==> src/rtl/lif_neuron_scheduler_if.sv <==
// rtl/lif_neuron_scheduler_if.sv - current fetch and spike handshake bundle
interface lif_neuron_scheduler_if #(
    parameter int IDX_W   = 2,
    parameter int STATE_W = 8
);
    logic               cur_req;
    logic [IDX_W-1:0]   cur_idx;
    logic [STATE_W-1:0] cur_data;
    logic               cur_valid;
    logic               spike_valid;
    logic [IDX_W-1:0]   spike_idx;
    logic               spike_ready;

    modport master (
        output cur_req, cur_idx, spike_valid, spike_idx,
        input  cur_data, cur_valid, spike_ready
    );

    modport slave (
        input  cur_req, cur_idx, spike_valid, spike_idx,
        output cur_data, cur_valid, spike_ready
    );
endinterface

==> src/rtl/lif_neuron_scheduler.sv <==
// rtl/lif_neuron_scheduler.sv - time-multiplexed LIF neuron update scheduler
module lif_neuron_scheduler #(
    parameter int N_NEURONS  = 4,
    parameter int STATE_W    = 8,
    parameter int THRESHOLD  = 200,
    parameter int LEAK_SHIFT = 1,
    parameter int REFRAC     = 2,
    localparam int IDX_W     = $clog2(N_NEURONS)
) (
    input  logic                    clk,
    input  logic                    rst,
    input  logic                    start,
    lif_neuron_scheduler_if.master  io,
    output logic                    busy,
    output logic                    done,
    input  logic [IDX_W-1:0]        rd_idx,
    output logic [STATE_W-1:0]      rd_state
);
    localparam int RW = (REFRAC < 1) ? 1 : $clog2(REFRAC + 1);

    typedef enum logic [2:0] {S_IDLE, S_FETCH, S_UPDATE, S_EMIT, S_NEXT} fsm_t;

    fsm_t               fsm_q, fsm_d;
    logic [IDX_W-1:0]   idx_q, idx_d;
    logic [STATE_W-1:0] cur_q, cur_d;
    logic [STATE_W-1:0] state_q  [N_NEURONS];
    logic [RW-1:0]      refrac_q [N_NEURONS];

    logic [STATE_W:0]   v_full;
    logic [STATE_W-1:0] v_sat;
    logic [STATE_W-1:0] st_new;
    logic [RW-1:0]      rf_new;
    logic               fire;
    logic               last;

    assign last = (idx_q == IDX_W'(N_NEURONS - 1));

    // Leak/integrate at one extra bit so the sum can be clamped instead of wrapping
    always_comb begin
        v_full = {1'b0, state_q[idx_q]} - {1'b0, state_q[idx_q] >> LEAK_SHIFT} + {1'b0, cur_q};
        v_sat  = v_full[STATE_W] ? '1 : v_full[STATE_W-1:0];
        fire   = 1'b0;
        st_new = v_sat;
        rf_new = '0;
        if (refrac_q[idx_q] != '0) begin
            st_new = '0;
            rf_new = refrac_q[idx_q] - RW'(1);
        end else if (int'(v_sat) >= THRESHOLD) begin
            fire   = 1'b1;
            st_new = '0;
            rf_new = RW'(REFRAC);
        end
    end

    always_comb begin
        fsm_d          = fsm_q;
        idx_d          = idx_q;
        cur_d          = cur_q;
        io.cur_req     = 1'b0;
        io.cur_idx     = idx_q;
        io.spike_valid = 1'b0;
        io.spike_idx   = idx_q;
        busy           = (fsm_q != S_IDLE);
        done           = 1'b0;
        case (fsm_q)
            S_IDLE: begin
                if (start) begin
                    fsm_d = S_FETCH;
                    idx_d = '0;
                end
            end
            S_FETCH: begin
                io.cur_req = 1'b1;
                if (io.cur_valid) begin
                    cur_d = io.cur_data;
                    fsm_d = S_UPDATE;
                end
            end
            S_UPDATE: begin
                fsm_d = fire ? S_EMIT : S_NEXT;
            end
            S_EMIT: begin
                io.spike_valid = 1'b1;
                if (io.spike_ready) begin
                    fsm_d = S_NEXT;
                end
            end
            S_NEXT: begin
                if (last) begin
                    done  = 1'b1;
                    fsm_d = S_IDLE;
                end else begin
                    idx_d = idx_q + IDX_W'(1);
                    fsm_d = S_FETCH;
                end
            end
            default: fsm_d = S_IDLE;
        endcase
    end

    always_ff @(posedge clk) begin
        if (rst) begin
            fsm_q <= S_IDLE;
            idx_q <= '0;
            cur_q <= '0;
        end else begin
            fsm_q <= fsm_d;
            idx_q <= idx_d;
            cur_q <= cur_d;
        end
    end

    always_ff @(posedge clk) begin
        if (rst) begin
            for (int i = 0; i < N_NEURONS; i++) begin
                state_q[i]  <= '0;
                refrac_q[i] <= '0;
            end
        end else if (fsm_q == S_UPDATE) begin
            state_q[idx_q]  <= st_new;
            refrac_q[idx_q] <= rf_new;
        end
    end

    assign rd_state = (int'(rd_idx) < N_NEURONS) ? state_q[rd_idx] : '0;
endmodule

==> src/flat_wrapper.sv <==
// flat-port wrapper written by rule: the top's interface ports become plain ports
module lif_neuron_scheduler_flat 
#(
    parameter int N_NEURONS  = 4,
    parameter int STATE_W    = 8,
    parameter int THRESHOLD  = 200,
    parameter int LEAK_SHIFT = 1,
    parameter int REFRAC     = 2,
    localparam int IDX_W     = $clog2(N_NEURONS)
)
  (clk, rst, start, busy, done, rd_idx, rd_state, io_cur_req, io_cur_idx, io_spike_valid, io_spike_idx, io_cur_data, io_cur_valid, io_spike_ready);
  lif_neuron_scheduler_if #(.IDX_W(2), .STATE_W(STATE_W)) io_i ();
  input  logic clk;
  input  logic rst;
  input  logic start;
  output logic busy;
  output logic done;
  input  logic [IDX_W-1:0] rd_idx;
  output logic [STATE_W-1:0] rd_state;
  output wire logic [$bits(io_i.cur_req)-1:0] io_cur_req;
  output wire logic [$bits(io_i.cur_idx)-1:0] io_cur_idx;
  output wire logic [$bits(io_i.spike_valid)-1:0] io_spike_valid;
  output wire logic [$bits(io_i.spike_idx)-1:0] io_spike_idx;
  input wire logic [$bits(io_i.cur_data)-1:0] io_cur_data;
  input wire logic [$bits(io_i.cur_valid)-1:0] io_cur_valid;
  input wire logic [$bits(io_i.spike_ready)-1:0] io_spike_ready;
  assign io_cur_req = io_i.cur_req;
  assign io_cur_idx = io_i.cur_idx;
  assign io_spike_valid = io_i.spike_valid;
  assign io_spike_idx = io_i.spike_idx;
  assign io_i.cur_data = io_cur_data;
  assign io_i.cur_valid = io_cur_valid;
  assign io_i.spike_ready = io_spike_ready;
  lif_neuron_scheduler #(.N_NEURONS(N_NEURONS), .STATE_W(STATE_W), .THRESHOLD(THRESHOLD), .LEAK_SHIFT(LEAK_SHIFT), .REFRAC(REFRAC)) u_core (.clk(clk), .rst(rst), .start(start), .io(io_i), .busy(busy), .done(done), .rd_idx(rd_idx), .rd_state(rd_state));
endmodule
==> config.mk <==
export PLATFORM = sky130hd
export DESIGN_NAME = lif_neuron_scheduler_flat
export DESIGN_NICKNAME = d
export VERILOG_FILES = /design/src/rtl/lif_neuron_scheduler_if.sv /design/src/rtl/lif_neuron_scheduler.sv /design/src/flat_wrapper.sv
export SDC_FILE = /design/constraint.sdc
export NUM_CORES = 1
export LEC_CHECK = 0
export ABC_AREA = 0
export BUFFER_PORTS_ARGS = -buffer_cell sky130_fd_sc_hd__clkbuf_2
export CAP_MARGIN = 0
export CORE_ASPECT_RATIO = 0.9
export CORE_MARGIN = 5
export CORE_UTILIZATION = 45
export DETAILED_ROUTE_END_ITERATION = 8
export GPL_TIMING_DRIVEN = 0
export PLACE_DENSITY_LB_ADDON = 0.15
export SYNTH_ARGS = -nofsm -noshare
export SYNTH_HDL_FRONTEND = slang
export SYNTH_SLANG_ARGS = --single-unit
==> constraint.sdc <==
create_clock -name clk -period 5.2 [get_ports clk]
set_input_delay 0 -clock clk [delete_from_list [all_inputs] [get_ports clk]]
set_output_delay 0 -clock clk [all_outputs]
set_load 0.02 [all_outputs]
==> flow_metrics.py <==
metrics = {
    "floorplanning": {
        "initial_core_util_pct": 46.81,
        "coreArea_mm2": 0.007148,
        "rows": 29,
        "die_x_um": 100.9,
        "ios": 31,
        "die_y_um": 91.80,
        "die_area_mm2": 0.009262,
    },
    "cells_and_area": {
        "mostFrequentLayoutCells": "69 x nor2_1, 40 x edfxtp_1, 36 x inv_1, 29 x clkbuf_2, 21 x nand2_1",
        "nets": 400,
        "area_growth_pct": 13.46,
        "drive_gt1_share_pct": 19.57,
        "multiInputGateArea_mm2": 0.001630,
        "seqCellArea_mm2": 0.001501,
        "final_common_cell": "nor2_1",
        "antenna_cells": 0,
        "fillers": 653,
        "fin_cells": 461,
    },
    "timing": {
        "skew_ns": 0.01122,
        "setup_tns_ns": 0,
        "max_slew_margin_pct": 52.00,
        "worst_pin_slew_ns": 0.7156,
        "fmax_ghz": 0.2307,
        "period_share_pct": 83.36,
        "fin_crit_ns": 4.335,
        "setup_violations": 0,
        "maxSlewViolCount": 0,
        "final_hold_viol_count": 0,
        "rsz0062_at_grt": "no",
    },
    "placement": {
        "gp_congestion": 0.7637,
        "port_buffers": 28,
        "hpwl_mm": 5.490,
        "place_inst": 444,
    },
    "pwr": {
        "seqPwrFrac_pct": 47.6,
        "p_leak_uw": 0.001523,
        "p_comb_share_pct": 29.1,
        "irDropWorstVdd_uv": 144.7,
        "swShare_pct": 31.99,
        "pwr-share-clk_pct": 23.2,
        "p_int_uw": 709.3,
        "p_switching_uw": 333.6,
        "power_density_mw_per_mm2": 274.7,
    },
    "clock_tree": {
        "post_cts_resized": 0,
        "cts_tree": "yes",
        "clk_latency_ns": 0.31,
        "root_buffer": "clkbuf_8",
        "cts_buffer_depth": 2,
        "cts_buffers": 5,
        "clkTransAtPathRegs_ns": 0.10,
        "cts_num_sinks": 55,
        "htreeDepth": 2,
    },
    "synthesis": {
        "synth_ff_type": "edfxtp_1",
        "syn_area_mm2": 0.003346,
        "synth_cells": 322,
        "synth_seq_area_share_pct": 44.88,
        "syn_area_per_cell_um2": 10.39,
        "ys_seq_elements": 55,
        "synth_edf_count": 40,
        "synth_fp_nets": 355,
        "yosys.area.top_type": "edfxtp_1",
        "yosysUniqueCellTypes": 50,
        "synth.area.top_cells": "edfxtp_1 36%, mux4_2 12%, dfxtp_1 9.0%",
        "synth-async-reset-ratio_pct": 0,
        "synth_warnings": 0,
        "synth_top_area_share_pct": 35.90,
    },
    "route": {
        "drt_iter0_markers": 84,
        "post-route-drc-count": 0,
        "detail-route-antenna-nets": 0,
        "wl_met3_um": 218,
        "dr.max_layer_used": "met4",
        "routed_wl_mm": 7.164,
        "firstDrtPassIters": 4,
        "wl_met1_mm": 3.348,
        "num_vias": 2407,
        "met2_length_mm": 3.528,
        "wire_per_inst_um": 15.54,
        "via_per_inst": 5.221,
    },
    "grt": {
        "grtUsageTotal_pct": 16.93,
        "antenna_found_initial": 0,
        "grt_overflow_total": 0,
        "grt_max_degree": 18,
        "grt_first_pass_wirelength_mm": 12.12,
        "grt_pass1_vias": 2417,
    },
    "worst_setup_path": {
        "cp-end-kind": "flip-flop",
        "critPathMaxFanout": 10,
        "cp_data_arrival_time_ns": 4.41,
        "crit_required_ns": 5.27,
        "path_class": "flip-flop to flip-flop",
        "start_kind": "flip-flop",
    },
    "run_status": {
        "status": "completed",
    },
    "job": {
        "max_cap_violations": 0,
    },
    "hold_path": {
        "hp-class": "input pin to flip-flop",
    },
}
what timing repair did:
item | 4_1_cts | 5_1_grt
setup endpoints to repair | 0 | 0
hold endpoints to repair | 9 | 0
buffers inserted | 0 | 0
hold buffers | 9 | 0
critical path, stage by stage, from the launching register on:
cell	delay (ns)
dfxtp_1	0.41
buf_1	0.53
mux4_2	0.46
fa_1	0.52
inv_1	0.04
ha_1	0.26
buf_2	0.17
a211oi_1	0.09
o31ai_1	0.51
xor2_1	0.27
o211ai_2	0.18
nor2_4	0.26
or2_1	0.15
buf_2	0.18
nor2_1	0.06
flip-flops by register name, indices dropped and copies added (netlist names), named ones only:
name / count
u_core.state_q: 32
u_core.refrac_q: 8
u_core.cur_q: 8
u_core.fsm_q: 3
u_core.io.cur_idx: 2
area by class of cell:
cell class,instances,share of cell area [%]
Clock buffer,6,2.011
Inverter,36,3.560
Sequential cell,55,39.55
Clock inverter,2,0.3955
Timing Repair Buffer,38,6.262
Multi-Input combinational cell,213,42.95
Tap cell,93,3.065
Buffer,18,2.208
cell families (layout without fill, tap and decap cells):
logic type	after synthesis	count (layout)	share of synthesized area (%)
xor+xnor	6	6	1.571
fa+ha+maj	18	18	8.302
simple gates	123	123	16.49
flops	55	55	44.88
compound gates	45	45	9.162
buf+inv	54	100	6.545
mux	21	21	13.05
per-layer routing:
layer  up-vias  GRT usage (%)
li1       1206              -
met1      1161          23.71
met2        36          27.25
met3         4          3.111
met4         0          4.319
met5         -              0
Yosys cell counts (6+ instances only):
library cell / number
nor2_1: 69
dfxtp_1: 15
a21oi_1: 17
clkbuf_1: 7
o21ai_0: 6
fa_1: 7
ha_1: 11
mux4_2: 18
edfxtp_1: 40
nor3_1: 8
inv_1: 36
nand2_1: 21
buf_2: 6
power by group through the flow:
stage | Combinational (µW) | Sequential (µW) | Clock [µW]
6_report | 304 | 497 | 242
4_1_cts | 305 | 497 | 251
3_3_place_gp | 294 | 505 | 0
5_1_grt | 342 | 499 | 267
3_5_place_dp | 299 | 507 | 0
2_1_floorplan | 230 | 503 | 0
path summary, 6_finish.rpt:
path,startpoint,endpoint,slack (ns),depth (start not counted)
setup / recovery,flip-flop,u_core.state_q[2][3],0.87,14
hold / removal,rst,u_core.fsm_q[2],0.05,4
setup reg to reg,flip-flop,u_core.state_q[2][3],0.87,14
hold reg to reg,u_core.cur_q[7],u_core.cur_q[7],0.60,4
through the flow:
stage                     hold slack, ns  utilization [%]  power (µW)  setup WS (ns)  cell area [µm²]
after global routing             0.08725            53.11        1108         0.5607             3796
after detailed placement          0.2348            50.57       805.1         0.8400             3615
final                            0.04647            53.11        1043         0.8653             3796
after global placement            0.2225            50.39       799.1         0.8816             3602
after floorplan                   0.1386                -       733.1          1.451             3346
after CTS                        0.03878            53.11        1053         0.8383             3796
Note: power is estimated with default switching activity, not from simulation.
